===== src/rtl/mp_pkg.sv =====
// Shared memory-path package: RAM geometry and the DMA state encoding
// used by the engine, the arbiter and the debug mux.
package mp_pkg;

  localparam int ADDR_W = 14;
  localparam int DATA_W = 10;

  typedef enum logic [1:0] {
    IDLE  = 2'd0,
    REQ   = 2'd1,
    READ  = 2'd2,
    WRITE = 2'd3
  } dma_state_t;

endpackage


===== src/rtl/dma_copy_engine.sv =====
// Word-granular block copy engine in front of the RAM arbiter.
// Optional DMA_FILL_EN adds a constant-fill mode that skips the read.
module dma_copy_engine #(
  parameter int ADDR_W = 14,
  parameter int DATA_W = 10,
  parameter int LEN_W  = 14
) (
  input  logic              clk,
  input  logic              rst,
  input  logic              start,
  input  logic [ADDR_W-1:0] src_addr,
  input  logic [ADDR_W-1:0] dst_addr,
  input  logic [LEN_W-1:0]  len,
`ifdef DMA_FILL_EN
  input  logic              fill,
  input  logic [DATA_W-1:0] fill_data,
`endif
  output logic              busy,
  output logic              done,
  output logic              req,
  input  logic              grant,
  output logic [ADDR_W-1:0] ram_addr,
  output logic              ram_read,
  output logic              ram_write,
  output logic [DATA_W-1:0] ram_wdata,
  input  logic [DATA_W-1:0] ram_rdata,
  output logic [1:0]        dma_state,
  output logic [DATA_W-1:0] dma_data
);

  import mp_pkg::*;

  dma_state_t        state, state_n;
  logic [ADDR_W-1:0] src_q, dst_q;
  logic [LEN_W-1:0]  len_q, cnt;
  logic [DATA_W-1:0] data_q;
  logic              done_q;
  logic              last;
  logic              fill_mode;
  logic [DATA_W-1:0] wsrc;

`ifdef DMA_FILL_EN
  logic              fill_q;
  logic [DATA_W-1:0] fill_data_q;

  always_ff @(posedge clk) begin
    if (rst) begin
      fill_q      <= 1'b0;
      fill_data_q <= '0;
    end else if (state == IDLE && start) begin
      fill_q      <= fill;
      fill_data_q <= fill_data;
    end
  end

  assign fill_mode = fill_q;
  assign wsrc      = fill_q ? fill_data_q : ram_rdata;
`else
  assign fill_mode = 1'b0;
  assign wsrc      = ram_rdata;
`endif

  assign last = (cnt + LEN_W'(1)) == len_q;

  always_comb begin
    state_n = state;
    unique case (state)
      IDLE:  if (start && len != '0) state_n = REQ;
      REQ:   if (grant) state_n = fill_mode ? WRITE : READ;
      READ:  state_n = WRITE;
      WRITE: state_n = last ? IDLE : REQ;
      default: state_n = IDLE;
    endcase
  end

  always_ff @(posedge clk) begin
    if (rst) begin
      state  <= IDLE;
      src_q  <= '0;
      dst_q  <= '0;
      len_q  <= '0;
      cnt    <= '0;
      data_q <= '0;
      done_q <= 1'b0;
    end else begin
      state  <= state_n;
      done_q <= (state == IDLE && start && len == '0)
             || (state == WRITE && last);
      if (state == IDLE && start) begin
        src_q <= src_addr;
        dst_q <= dst_addr;
        len_q <= len;
        cnt   <= '0;
      end
      if (state == WRITE) begin
        data_q <= wsrc;
        if (!last) cnt <= cnt + LEN_W'(1);
      end
    end
  end

  // Everything below decodes registered state; only wdata passes rdata through.
  always_comb begin
    ram_addr = '0;
    unique case (state)
      READ:    ram_addr = src_q + ADDR_W'(cnt);
      WRITE:   ram_addr = dst_q + ADDR_W'(cnt);
      default: ram_addr = '0;
    endcase
  end

  assign busy      = state != IDLE;
  assign req       = state != IDLE;
  assign ram_read  = state == READ;
  assign ram_write = state == WRITE;
  assign ram_wdata = (state == WRITE) ? wsrc : '0;
  assign done      = done_q;
  assign dma_state = state;
  assign dma_data  = data_q;

endmodule

===== config.mk =====
export PLATFORM = sky130hd
export DESIGN_NAME = dma_copy_engine
export DESIGN_NICKNAME = d
export VERILOG_FILES = /design/src/rtl/mp_pkg.sv /design/src/rtl/dma_copy_engine.sv
export SDC_FILE = /design/constraint.sdc
export NUM_CORES = 1
export LEC_CHECK = 0
export CORE_ASPECT_RATIO = 1.75
export CORE_MARGIN = 4
export CORE_UTILIZATION = 45
export DETAILED_ROUTE_END_ITERATION = 10
export GPL_TIMING_DRIVEN = 0
export PLACE_DENSITY_LB_ADDON = 0.05
export SLEW_MARGIN = 20
export SYNTH_ARGS = -nofsm -noshare
export SYNTH_HDL_FRONTEND = slang
export SYNTH_SLANG_ARGS = --single-unit

===== constraint.sdc =====
create_clock -name clk -period 3.86 [get_ports clk]
set_input_delay 0.386 -clock clk [delete_from_list [all_inputs] [get_ports clk]]
set_output_delay 0.386 -clock clk [all_outputs]
set_load 0.02 [all_outputs]

**Yosys cells after proc, flatten, opt, wreduce, memory -nomap -nowiden**

Cells that the tools add are included.

- Register bits: 69
- Input port bits: 56
- Word-level logic and storage cells: 35

- $add $sub $neg: 3
- Eq/ne operators: 6
- Muxes and demuxes: 9
- Reductions and logical operators: 10

Operators with widths:

| operator | number |
|---|---|
| 2-to-1 mux 14 bit | 3 |
| adder 14 bit | 2 |
| case mux 14 bit (2 select lines) | 1 |
| adder 14 x 1 -> 14 bit (second input constant) | 1 |
| equality test 14 bit | 1 |
| zero test 14 bit | 1 |
| nonzero test 14 bit | 1 |
| 2-to-1 mux 10 bit | 1 |
| case mux 2 bit (4 select lines) | 1 |
| equality test 2 bit (second input constant) | 2 |
| logical AND 1 bit | 4 |
| 2-to-1 mux 2 bit | 2 |
| inequality test 2 bit (second input constant) | 2 |
| equality test 2 x 1 -> 1 bit (second input constant) | 1 |
| zero test 2 bit | 1 |
| AND reduction 2 bit | 1 |
| nonzero test 2 bit | 1 |
| logical OR 1 bit | 1 |
| 2-to-1 mux 1 bit | 1 |

**Logic depth before layout (Yosys ltp)**

Gate-level depths: netlist of the first run.

- Depth in word-level cells: 5
- Mapped depth: 13

**Least setup slack after synthesis of the first run**

No wires, ideal clock.

- Path kind: reg-to-output
- Start point: reg state[1] (netlist: dma_state[1])
- End point: out ram_addr[13]
- Data arrival time: 4.078 ns
- Path slack: -0.604 ns
- Cell stages (with the launch flop): 13
- Cells stage by stage: dfxtp_1 -> ha_1 -> clkbuf_1 -> buf_1 -> mux2_2 -> ha_1 -> a21o_1 -> a21o_1 -> a2111oi_0 -> o311ai_0 -> a31oi_1 -> xnor2_1 -> nor2_1

- Longest elaborated chain between the ends: 2

Ends and longest elaborated chain:

| element | line | text |
|---|---|---|
| from (decl) | dma_copy_engine.sv:33 | `dma_state_t state, state_n;` |
| from (signal assigned) | dma_copy_engine.sv:86 | `state <= state_n;` |
| equality test 2 bit | -- |  |
| via ram_write | dma_copy_engine.sv:24 | `output logic ram_write,` |
| case mux 14 bit (2 select lines) | dma_copy_engine.sv:105 | `unique case (state)` |
| to (decl) | dma_copy_engine.sv:22 | `output logic [ADDR_W-1:0] ram_addr,` |

The timed path passes the listed nets, and every way through them passes these cells.

**Worst setup path after layout of the first run**

- Start point: reg state[1] (netlist: dma_state[1])
- End point: out ram_addr[12]

- Longest elaborated chain between the ends: 2

Ends and longest elaborated chain:

| element | line |
|---|---|
| equality test 2 bit | dma_copy_engine.sv:105 |
| case mux 14 bit (2 select lines) * | dma_copy_engine.sv:105 |

Every way passes the cells marked *; elsewhere a longest branch is shown, timed or not.

==> out/qor.yml, run 1 <==
slowest_stage: "fa_1"
cts-root-buf: "clkbuf_16"
worst_slack_ns: 0.128
syn_to_final_growth_pct: 36.6
final_common_cell: "nand2_1"
yosys_warnings: 0
setup.worst_path.class: "reg2out"
cts_sinks: 69
whs_ns: 0.453
ys_types: 60
final_cell_count_no_fill: 741
relSlewSlack: 0.601
crit_fanout: 10
grt_pass1_vias: 4083
irDropWorstVdd_uv: 338
start_util: 0.466
yosysSeqAreaShare: 0.339
ys.flop_type: "dfxtp_1"
slowest_delay_ns: 0.41
final_cell_mix: "nand2_1, clkdlybuf4s50_1, dfxtp_1, a21oi_1, nor2_1"
crit_chain: "ha_4 -> buf_8 -> mux2_2 -> ha_1 -> fa_1 -> a21o_1 -> a21oi_2 -> o21ba_2 -> o21ai_2 -> a211oi_2 -> o21a_1 -> nor3_2 -> buf_2"
synth_top_area_share: 0.339
die_w_um: 79.9
first_pass_iters: 4
gp_congestion: 0.887
power.share.clock: 0.272
syn_area_per_cell_sq_um: 8.01
p_seq_frac: 0.332
power.total_uw: 2700
final_core_util: 0.637
cp-end-kind: "primary output"
cts_tree: "built"
pin_count: 97
p_switching_uw: 988
clkSlewWorstSetupHoldPaths_ns: 0.06
grt_start_max_net_pins: 11
worstMarginPinSlew_ns: 0.599
routedWlPerCell_um: 16.4
first_iter_violations: 238
ant_nets: 0
min_period_over_period: 0.967
antenna_found_initial: 0
routed_via_density: 5.52
ys_top_cells_by_area: "dfxtp_1, nand2_1, a21oi_1"
vias: 4092
die_y_um: 134
dieArea_sq_mm: 0.0107
insertion_delay_ns: 0.33
setup-violations-final: 0
cts_max_level: 3
hold_class: "reg2reg"
synth_top_area_cell: "dfxtp_1"
layout_min_cycle_time_ns: 3.73
detail_route.wirelength_mm: 12.2
drc: 0
p_per_area_mw_per_mm2: 486
clock_skew_ns: 0.00658
nNetsFinal: 696
core_area_sq_mm: 0.00873
maxCapViolCount: 0
rsz0062_at_grt: "true"
syn-num-nets: 584
synth-edff-count: 0
synth_area_sq_mm: 0.00407
cts_buffers: 9
cell_internal_pwr_uw: 1710
pre_cts_ws_ns: -0.831
hold_violations: 0
synth_cells: 508
maxSlewViolCount: 0
arrival_ns: 3.35
critical_path_required_ns: 3.47
clk_path_buf_depth: 2
grt_pass1_wl_mm: 19.2
fp-row-count: 45
p_sw_frac: 0.366
status: "finished, final reports clean"
diodes: 0
port_buffers: 96
hpwl_mm: 9.46
placed_cells: 721
worstSetupStartpointType: "flip-flop"
layout-drive-gt1-share: 0.128
grt-ovfl-total: 0
p_leak_uw: 0.00218
pwr-share-comb: 0.395
ctsHoldBuffers: 0
async_reset_ff_frac: 0
grt_usage: 0.231
fmax_ghz: 0.268
synth-seq-cells: 69
[critical path, delay by kind of cell (launching register included)]
family	cells	cell delay (ns)
compound gates	6	1.12
fa+ha+maj	3	0.78
buf+inv	2	0.33
flops	1	0.38
mux	1	0.35
simple gates	1	0.04
[logic make-up after synthesis]
| logic type | count (synthesis) | share of synthesized area |
|---|---|---|
| xor+xnor | 27 | 0.0581 |
| mux | 17 | 0.0464 |
| flops | 69 | 0.339 |
| compound gates | 121 | 0.200 |
| fa+ha+maj | 20 | 0.0633 |
| simple gates | 212 | 0.248 |
| buf+inv | 42 | 0.0455 |
[per-stage QoR]
| stage | TNS (ns) | area [sq um] |
|---|---|---|
| 3_3_place_gp | -5.18 | 5210 |
| 3_5_place_dp | -5.46 | 5210 |
| 5_1_grt | -0.0160 | 5560 |
| 6_report | 0 | 5560 |
| 2_1_floorplan | 0 | 4100 |
| 4_1_cts | -0.0479 | 5510 |
[per-layer routing]
layer	GRT usage	wire, um	vias up
li1	-	-	1999
met1	0.226	4540	1942
met2	0.442	6660	126
met3	0.0410	489	25
met4	0.122	489	0
met5	0	0	-
[what timing repair did]
item | CTS | global route
setup endpoints to repair | 13 | 7
resized for setup | 30 | 13
buffers inserted | 3 | 3
pin swaps | 7 | 10
[power by group through the flow]
stage	clock, uW	combinational [uW]	sequential, uW
after global placement	0	1030	905
after detailed placement	0	1050	910
final	736	1070	898
after CTS	745	1060	897
after floorplan	0	655	915
after global routing	777	1170	911
[state kept, by name, indices dropped and copies added (netlist names)]
name,count
cnt,14
done,1
src_q,14
len_q,14
dma_state,2
dma_data,10
dst_q,14
[synthesized netlist by cell type, types with 2 or more instances]
| cell | instances |
|---|---|
| mux2i_1 | 2 |
| nand2_1 | 99 |
| buf_4 | 4 |
| nor4_1 | 5 |
| inv_1 | 11 |
| or2_2 | 3 |
| o21ai_0 | 11 |
| buf_1 | 2 |
| and3_1 | 5 |
| mux2_2 | 15 |
| nand3_1 | 12 |
| o21bai_1 | 2 |
| xor2_1 | 9 |
| nor2b_1 | 4 |
| nor3_1 | 9 |
| or3_1 | 4 |
| a21oi_1 | 68 |
| buf_2 | 4 |
| a211o_1 | 5 |
| and2_1 | 14 |
| nand4_1 | 5 |
| a21o_1 | 9 |
| a31oi_1 | 2 |
| and4_1 | 2 |
| ha_1 | 19 |
| nor2_1 | 36 |
| clkbuf_1 | 19 |
| dfxtp_1 | 69 |
| a211oi_1 | 4 |
| o31ai_1 | 3 |
| nor3b_1 | 5 |
| xnor2_1 | 18 |
| o2111a_1 | 2 |
[final timing paths]
path / start / to / slack [ns] / cells after the start
max: dma_state[1] / ram_addr[12] / 0.13 / 13
max reg2reg: cnt[1] / cnt[11] / 0.54 / 9
min: dst_q[9] / dst_q[9] / 0.45 / 2
min reg2reg: dst_q[9] / dst_q[9] / 0.45 / 2
[area by class of cell]
class                      count  area [sq um]
multi-input combinational    397          2590
timing repair buffer         102           982
inverter                      12          45.0
clock buffer                  13           250
tap                          117           146
clock inverter                 2          10.0
fill                         815          3170
sequential                    69          1390
buffer                        29           149
Note: power is estimated with default switching activity, not from simulation.
==> run 2: changes to the inputs <==
ABC_CLOCK_PERIOD_IN_PS = 3860   (was not set)
==> results of run 2 <==
The final DEF is identical to that of run 1; final timing and power are the same.
